==> src/rtl/fetch_unit.sv <==
// -----------------------------------------------------------------------------
// fetch_unit -- IF stage of the pipelined MIPS core.
//
// Owns the program counter, presents it to the combinational instruction
// memory, chooses the next PC (sequential / branch / jump / jr) and registers
// the fetched word into the IF/ID pipeline latch.
//
// Optional feature macro: FETCH_ALIGN_CHK_EN
//   Defined   : a selected next PC with [1:0] != 0 (while not stalled) is
//               replaced by EXC_VECTOR, fetch_exc pulses for one cycle and
//               IF/ID takes a bubble.
//   Undefined : no check, next PC taken verbatim, fetch_exc stays 0.
//
// Ports
//   clk            in   1   core clock, rising edge
//   reset          in   1   asynchronous active-low reset
//   stall          in   1   hold PC and IF/ID
//   flush          in   1   load bubble into IF/ID
//   pc_src         in   2   00 PC+4, 01 branch, 10 jump, 11 jr
//   branch_target  in   32  branch target from ID
//   jump_index     in   26  instr[25:0] of J/JAL in ID
//   jr_target      in   32  forwarded rs for JR
//   imem_addr      out  32  current PC
//   imem_instr     in   32  instruction word for imem_addr
//   ifid_pc        out  32  PC of instruction in IF/ID
//   ifid_pc_plus4  out  32  ifid_pc + 4
//   ifid_instr     out  32  latched instruction
//   ifid_valid     out  1   1 = real instruction, 0 = bubble
//   fetch_exc      out  1   misaligned-target pulse
// -----------------------------------------------------------------------------
module fetch_unit #(
  parameter logic [31:0] RESET_PC   = 32'h0000_0000,
  parameter logic [31:0] EXC_VECTOR = 32'h0000_0080,
  parameter logic [31:0] NOP_INSTR  = 32'h0000_0000
) (
  input  logic        clk,
  input  logic        reset,
  input  logic        stall,
  input  logic        flush,
  input  logic [1:0]  pc_src,
  input  logic [31:0] branch_target,
  input  logic [25:0] jump_index,
  input  logic [31:0] jr_target,
  output logic [31:0] imem_addr,
  input  logic [31:0] imem_instr,
  output logic [31:0] ifid_pc,
  output logic [31:0] ifid_pc_plus4,
  output logic [31:0] ifid_instr,
  output logic        ifid_valid,
  output logic        fetch_exc
);

  logic [31:0] pc_q,            pc_d;
  logic [31:0] ifid_pc_q,       ifid_pc_d;
  logic [31:0] ifid_pc_plus4_q, ifid_pc_plus4_d;
  logic [31:0] ifid_instr_q,    ifid_instr_d;
  logic        ifid_valid_q,    ifid_valid_d;
  logic        fetch_exc_q,     fetch_exc_d;

  logic [31:0] pc_plus4_s;
  logic [31:0] target_s;
  logic        misalign_s;
  logic        bubble_s;

  // Sequential successor; 32-bit modulo add wraps 0xFFFF_FFFC to 0 silently.
  assign pc_plus4_s = pc_q + 32'd4;

  // Next-PC selection from the redirect source chosen by ID.
  always_comb begin
    target_s = pc_plus4_s;
    case (pc_src)
      2'b00:   target_s = pc_plus4_s;
      2'b01:   target_s = branch_target;
      // Jump region comes from the instruction in ID, i.e. the latched PC+4.
      2'b10:   target_s = {ifid_pc_plus4_q[31:28], jump_index, 2'b00};
      2'b11:   target_s = jr_target;
      default: target_s = pc_plus4_s;
    endcase
  end

  // Misaligned-target detection, only meaningful when the PC actually moves.
  always_comb begin
`ifdef FETCH_ALIGN_CHK_EN
    misalign_s = (target_s[1:0] != 2'b00) && !stall;
`else
    misalign_s = 1'b0;
`endif
  end

  // A trapped fetch discards IF/ID just like an explicit flush.
  assign bubble_s = flush | misalign_s;

  // Next-state computation for PC and IF/ID latch.
  always_comb begin
    pc_d            = pc_q;
    ifid_pc_d       = ifid_pc_q;
    ifid_pc_plus4_d = ifid_pc_plus4_q;
    ifid_instr_d    = ifid_instr_q;
    ifid_valid_d    = ifid_valid_q;
    fetch_exc_d     = misalign_s;

    if (!stall) begin
      pc_d = misalign_s ? EXC_VECTOR : target_s;
    end else begin
      pc_d = pc_q;
    end

    // Flush wins over stall on the latch: a bubble is loaded even when held.
    if (bubble_s) begin
      ifid_pc_d       = pc_q;
      ifid_pc_plus4_d = pc_plus4_s;
      ifid_instr_d    = NOP_INSTR;
      ifid_valid_d    = 1'b0;
    end else if (!stall) begin
      ifid_pc_d       = pc_q;
      ifid_pc_plus4_d = pc_plus4_s;
      ifid_instr_d    = imem_instr;
      ifid_valid_d    = 1'b1;
    end else begin
      ifid_pc_d       = ifid_pc_q;
      ifid_pc_plus4_d = ifid_pc_plus4_q;
      ifid_instr_d    = ifid_instr_q;
      ifid_valid_d    = ifid_valid_q;
    end
  end

  // State registers with asynchronous active-low reset.
  always_ff @(posedge clk or negedge reset) begin
    if (!reset) begin
      pc_q            <= RESET_PC;
      ifid_pc_q       <= 32'h0000_0000;
      ifid_pc_plus4_q <= 32'h0000_0000;
      ifid_instr_q    <= NOP_INSTR;
      ifid_valid_q    <= 1'b0;
      fetch_exc_q     <= 1'b0;
    end else begin
      pc_q            <= pc_d;
      ifid_pc_q       <= ifid_pc_d;
      ifid_pc_plus4_q <= ifid_pc_plus4_d;
      ifid_instr_q    <= ifid_instr_d;
      ifid_valid_q    <= ifid_valid_d;
      fetch_exc_q     <= fetch_exc_d;
    end
  end

  assign imem_addr     = pc_q;
  assign ifid_pc       = ifid_pc_q;
  assign ifid_pc_plus4 = ifid_pc_plus4_q;
  assign ifid_instr    = ifid_instr_q;
  assign ifid_valid    = ifid_valid_q;
  assign fetch_exc     = fetch_exc_q;

endmodule

==> config.mk <==
export PLATFORM = sky130hd
export DESIGN_NAME = fetch_unit
export DESIGN_NICKNAME = d
export VERILOG_FILES = /design/src/rtl/fetch_unit.sv
export SDC_FILE = /design/constraint.sdc
export NUM_CORES = 1
export LEC_CHECK = 0
export ABC_CLOCK_PERIOD_IN_PS = 2500
export BUFFER_PORTS_ARGS = -buffer_cell sky130_fd_sc_hd__buf_2
export CAP_MARGIN = 5
export CORE_UTILIZATION = 49
export DETAILED_ROUTE_END_ITERATION = 8
export GPL_TIMING_DRIVEN = 1
export HOLD_SLACK_MARGIN = 0.06
export PLACE_DENSITY = 0.81
export RECOVER_POWER = 25
export SYNTH_ARGS = -nofsm -noshare
export SYNTH_HDL_FRONTEND = slang
export SYNTH_SLANG_ARGS = --single-unit
==> constraint.sdc <==
create_clock -name clk -period 2.5 [get_ports clk]
set_input_delay 0.5 -clock clk [delete_from_list [all_inputs] [get_ports clk]]
set_output_delay 0.5 -clock clk [all_outputs]
set_load 0.02 [all_outputs]
# == Yosys cells after proc, flatten, opt, wreduce, memory -nomap -nowiden ==
# Cells that the tools add are included.
# totals
regBits,129
input_bits,128
out_inout_bits,130
wordCells,20
# classes
addsub,1
eq_ne,4
mux,9
reduce_logical,1
# op_table
op,count
2-to-1 mux 32 bit,6
case mux 32 bit (4 select lines),1
"adder 32 x 3 -> 32 bit, second input constant",1
"== test 2 bit, second input constant",2
"== test 2 x 1 -> 1 bit, second input constant",1
logical NOT 2 bit,1
2-to-1 mux 1 bit,2
"!= test 2 x 1 -> 1 bit, second input constant",1

# == Depth between registers and ports, before layout ==
# logic_depth
ltp_word,3
ltp_mapped,8
ltp_nobuf,6

# == Least setup slack after synthesis ==
# Ideal clock, no wire load.
# synth_timing
path_kind,register to register
from,"register pc_q[2], in the netlist imem_addr[2]"
to,"register pc_q[20], in the netlist imem_addr[20]"
setup_time_ns,0.082
arrival_ns,2.056
t_required_ns,2.418
setup_slack_ns,0.362
path_stages_with_launch,8
n_path_buf,1
synth_period_minus_slack_ns,2.138
path_cell_list,dfrtp_1 > ha_1 > nand4_1 > nor4_1 > buf_2 > nand3_1 > o31a_1 > o22ai_1
# synth_between
elab_chain_cells,2
# synth_rtl
element,line,source
"start, declared",53,"logic [31:0] pc_q, pc_d;"
"start signal, assigned",137,pc_q <= pc_d;
adder 32 x 3 -> 32 bit,66,assign pc_plus4_s = pc_q + 32'd4;
case mux 32 bit (4 select lines),71,case (pc_src)
# No other way between the ends.
# A chain may end at the register's enable or synchronous reset.

# == Final worst setup path ==
# layout_timing
from,"register pc_q[3], in the netlist imem_addr[3]"
to,"register pc_q[30], in the netlist imem_addr[30]"
# The elaborated chain is that of the path after synthesis.

==> results.sh <==
export IMPL_p_leak_uw=0.00434
export IMPL_cp_max_fo=11
export IMPL_min_period_ps=2340
export IMPL_yosysTopAreaCell="dfrtp_1"
export IMPL_worstPathArrival_ps=2700
export IMPL_post_synth_cell_area_avg_sq_um=9.44
export IMPL_synth_edff_count=0
export IMPL_yosysMostFrequentCell="nand2_1"
export IMPL_final_nets=1056
export IMPL_fin_worst_skew_ps=7.29
export IMPL_r2r_end="imem_addr[30]$_DFFE_PN0N_"
export IMPL_critPathKind="flop to flop"
export IMPL_cts_root_buf="clkbuf_16"
export IMPL_rows=41
export IMPL_io_buffer_count=256
export IMPL_dpl_hpwl_mm=13.7
export IMPL_fin_ws_ps=159
export IMPL_wl_mm=19.0
export IMPL_synth_async_sr_flop_share_pct=100
export IMPL_netlist_area_sq_um=6500
export IMPL_viasPerCell=5.42
export IMPL_post_cts_buffers=0
export IMPL_p_switching_uw=2100
export IMPL_pwr_share_comb_pct=22.0
export IMPL_r2r_start="imem_addr[3]$_DFFE_PN0N_"
export IMPL_clock_sinks=127
export IMPL_endpoint_kind="flop"
export IMPL_drc=0
export IMPL_grt_pass1_wl_mm=29.6
export IMPL_hp_class="input pin to flop"
export IMPL_die_w_microns=117
export IMPL_gp_congestion=0.817
export IMPL_synth_cells=689
export IMPL_cts_buffer_depth=2
export IMPL_vias=6030
export IMPL_dp_slack_ps=218
export IMPL_pwr_share_seq_pct=37.5
export IMPL_ios=258
export IMPL_power_density_nw_per_um2=795
export IMPL_cts_buffers=17
export IMPL_start_kind="flop"
export IMPL_fillers=1033
export IMPL_hold_end="ifid_instr[0]$_DFFE_PN0P_"
export IMPL_yosys_area_top_type_share_pct=48.9
export IMPL_instances_no_fill=1112
export IMPL_worstMarginPinSlew_ps=1610
export IMPL_synth_ff_type="dfrtp_1"
export IMPL_tritoncts="yes"
export IMPL_required_ps=2860
export IMPL_wl_per_cell_microns=17.1
export IMPL_synthToLayoutAreaGrowth_pct=32.8
export IMPL_setup_tns_ps=0
export IMPL_dp_cells=1079
export IMPL_peakVddDrop_mv=0.467
export IMPL_dieArea_sq_um=13700
export IMPL_whs_ps=318
export IMPL_slew_violations=26
export IMPL_power_clock_fraction_pct=40.5
export IMPL_initial_core_util_pct=50.9
export IMPL_overflow=0
export IMPL_dr_pass1_iters=5
export IMPL_synth_lib_cells_used_distinct=51
export IMPL_hold_viol=0
export IMPL_antenna_found_initial=0
export IMPL_p_int_uw=4770
export IMPL_ys_seq_elements=127
export IMPL_postRouteAntennaNets=0
export IMPL_track_usage_pct=29.0
export IMPL_slew_headroom_pct=-7.25
export IMPL_diodes=0
export IMPL_hold_depth=3
export IMPL_synthTopCellsByCount="nand2_1, dfrtp_1, nor2_1, o21ai_0, mux2i_1"
export IMPL_finalCritPeriodShare_pct=93.6
export IMPL_failed_checks="capacitance limit, slew limit"
export IMPL_rsz0062_at_grt="false"
export IMPL_netlist_top_cells_area="dfrtp_1, nand2_1, mux2i_1"
export IMPL_drive_above_1_share_pct=36.1
export IMPL_cts_max_level=4
export IMPL_grt_pass1_vias=5784
export IMPL_placed_cell_area_sq_um=7980
export IMPL_clk_pin_slew_ps=60
export IMPL_core_sq_um=12800
export IMPL_seq_area_frac_synth_pct=48.9
export IMPL_fin_area_sq_um=8640
export IMPL_syn_nets=818
export IMPL_reg2reg_slack_ps=160
export IMPL_run_status="finished, violations left"
export IMPL_clk_latency_ps=420
export IMPL_max_cap_viol_count=1
export IMPL_max_freq_mhz=427
export IMPL_hp_start="imem_instr[0]"
export IMPL_grt_max_degree=71
export IMPL_worstRegToRegCells=7
export IMPL_p_sw_share_pct=30.6
export IMPL_drtIter0Drc=334
export IMPL_die_h_microns=117
export IMPL_finalSetupViolCount=0
export IMPL_yosys_warnings=0
stage by stage:
step / utilization [%] / total power, uW
after global placement: 62.5 / 4090
after global routing: 67.6 / 7180
after detailed placement: 62.5 / 4120
after CTS: 67.7 / 6910
final: 67.6 / 6870
after floorplan: - / 3480
power groups by stage:
| stage | Combinational [uW] | Clock (uW) | Sequential [uW] |
|---|---|---|---|
| 2_1_floorplan | 609 | 0 | 2870 |
| 4_1_cts | 1530 | 2810 | 2570 |
| 3_3_place_gp | 1500 | 0 | 2590 |
| 6_report | 1510 | 2780 | 2580 |
| 5_1_grt | 1660 | 2900 | 2620 |
| 3_5_place_dp | 1520 | 0 | 2600 |
sequential cells by signal, summed over array words and instances, names as in the netlist:
register / cells
imem_addr: 32
ifid_valid: 1
ifid_instr: 32
ifid_pc: 32
ifid_pc_plus4: 30
timing repair:
item,4_1_cts,5_1_grt
gates resized for setup,0,0
endpoints found under the hold margin,40,0
hold buffers,1,0
layout by cell type (no fill, tap or decap), drive strengths merged, types with 6 or more instances in the layout:
master,n
and3,6
nand4,11
mux2i,42
mux2,17
o31a,9
o21ai,49
inv,11
nor2,59
nand3,15
clkbuf,24
o22a,10
dfrtp,127
xnor2,18
xor2,9
nand2,135
a21oi,32
o2bb2ai,6
a22oi,13
buf,278
o22ai,6
logic make-up (layout without fill, tap and decap cells):
group                    Yosys count  in the layout  synth area share (%)
flip-flops                       127            127                  48.9
AND/OR/NAND/NOR                  247            247                  17.0
buffers and inverters             73            324                  4.73
XOR/XNOR                          27             27                  3.64
AO/OA/AOI/OAI                    150            150                  14.8
adder cells (fa/ha/maj)            1              1                 0.192
other                              1              1                0.0576
multiplexers                      63             63                  10.8
per-layer routing:
layer,wire (microns),GRT usage (%)
met4,425,11.6
met2,8950,48.0
met1,7960,36.1
met5,0,0
met3,1700,7.78
how the worst max path moves through the flow:
stage                                   startpoint  slack [ps]                         to
after floorplan           imem_addr[2]$_DFFE_PN0N_         360  imem_addr[20]$_DFFE_PN0N_
after CTS                 imem_addr[3]$_DFFE_PN0N_         190  imem_addr[30]$_DFFE_PN0N_
after global routing      imem_addr[3]$_DFFE_PN0N_          50  imem_addr[30]$_DFFE_PN0N_
after detailed placement  imem_addr[3]$_DFFE_PN0N_         220  imem_addr[30]$_DFFE_PN0N_
final                     imem_addr[3]$_DFFE_PN0N_         160  imem_addr[30]$_DFFE_PN0N_
after global placement    imem_addr[3]$_DFFE_PN0N_         290  imem_addr[30]$_DFFE_PN0N_
cell type report:
cell class / instances / area (sq um) / area share, %
multi-input cells: 489 / 3030 / 35.1
well taps: 172 / 215 / 2.49
repair buffers: 281 / 1510 / 17.5
clock buffers: 22 / 484 / 5.61
clock inverters: 10 / 181 / 2.10
flip-flops and latches: 127 / 3180 / 36.8
inverters: 11 / 41.3 / 0.478
worst max-delay path, stage by stage, from the launching register on:
cell and delay, ps:
dfrtp_1 450, ha_1 330, nand4_1 130, nor4_2 320
buf_4 230, nand4_1 190, or4_1 530, nand3_1 100
Power figures use the tool's default switching activity.
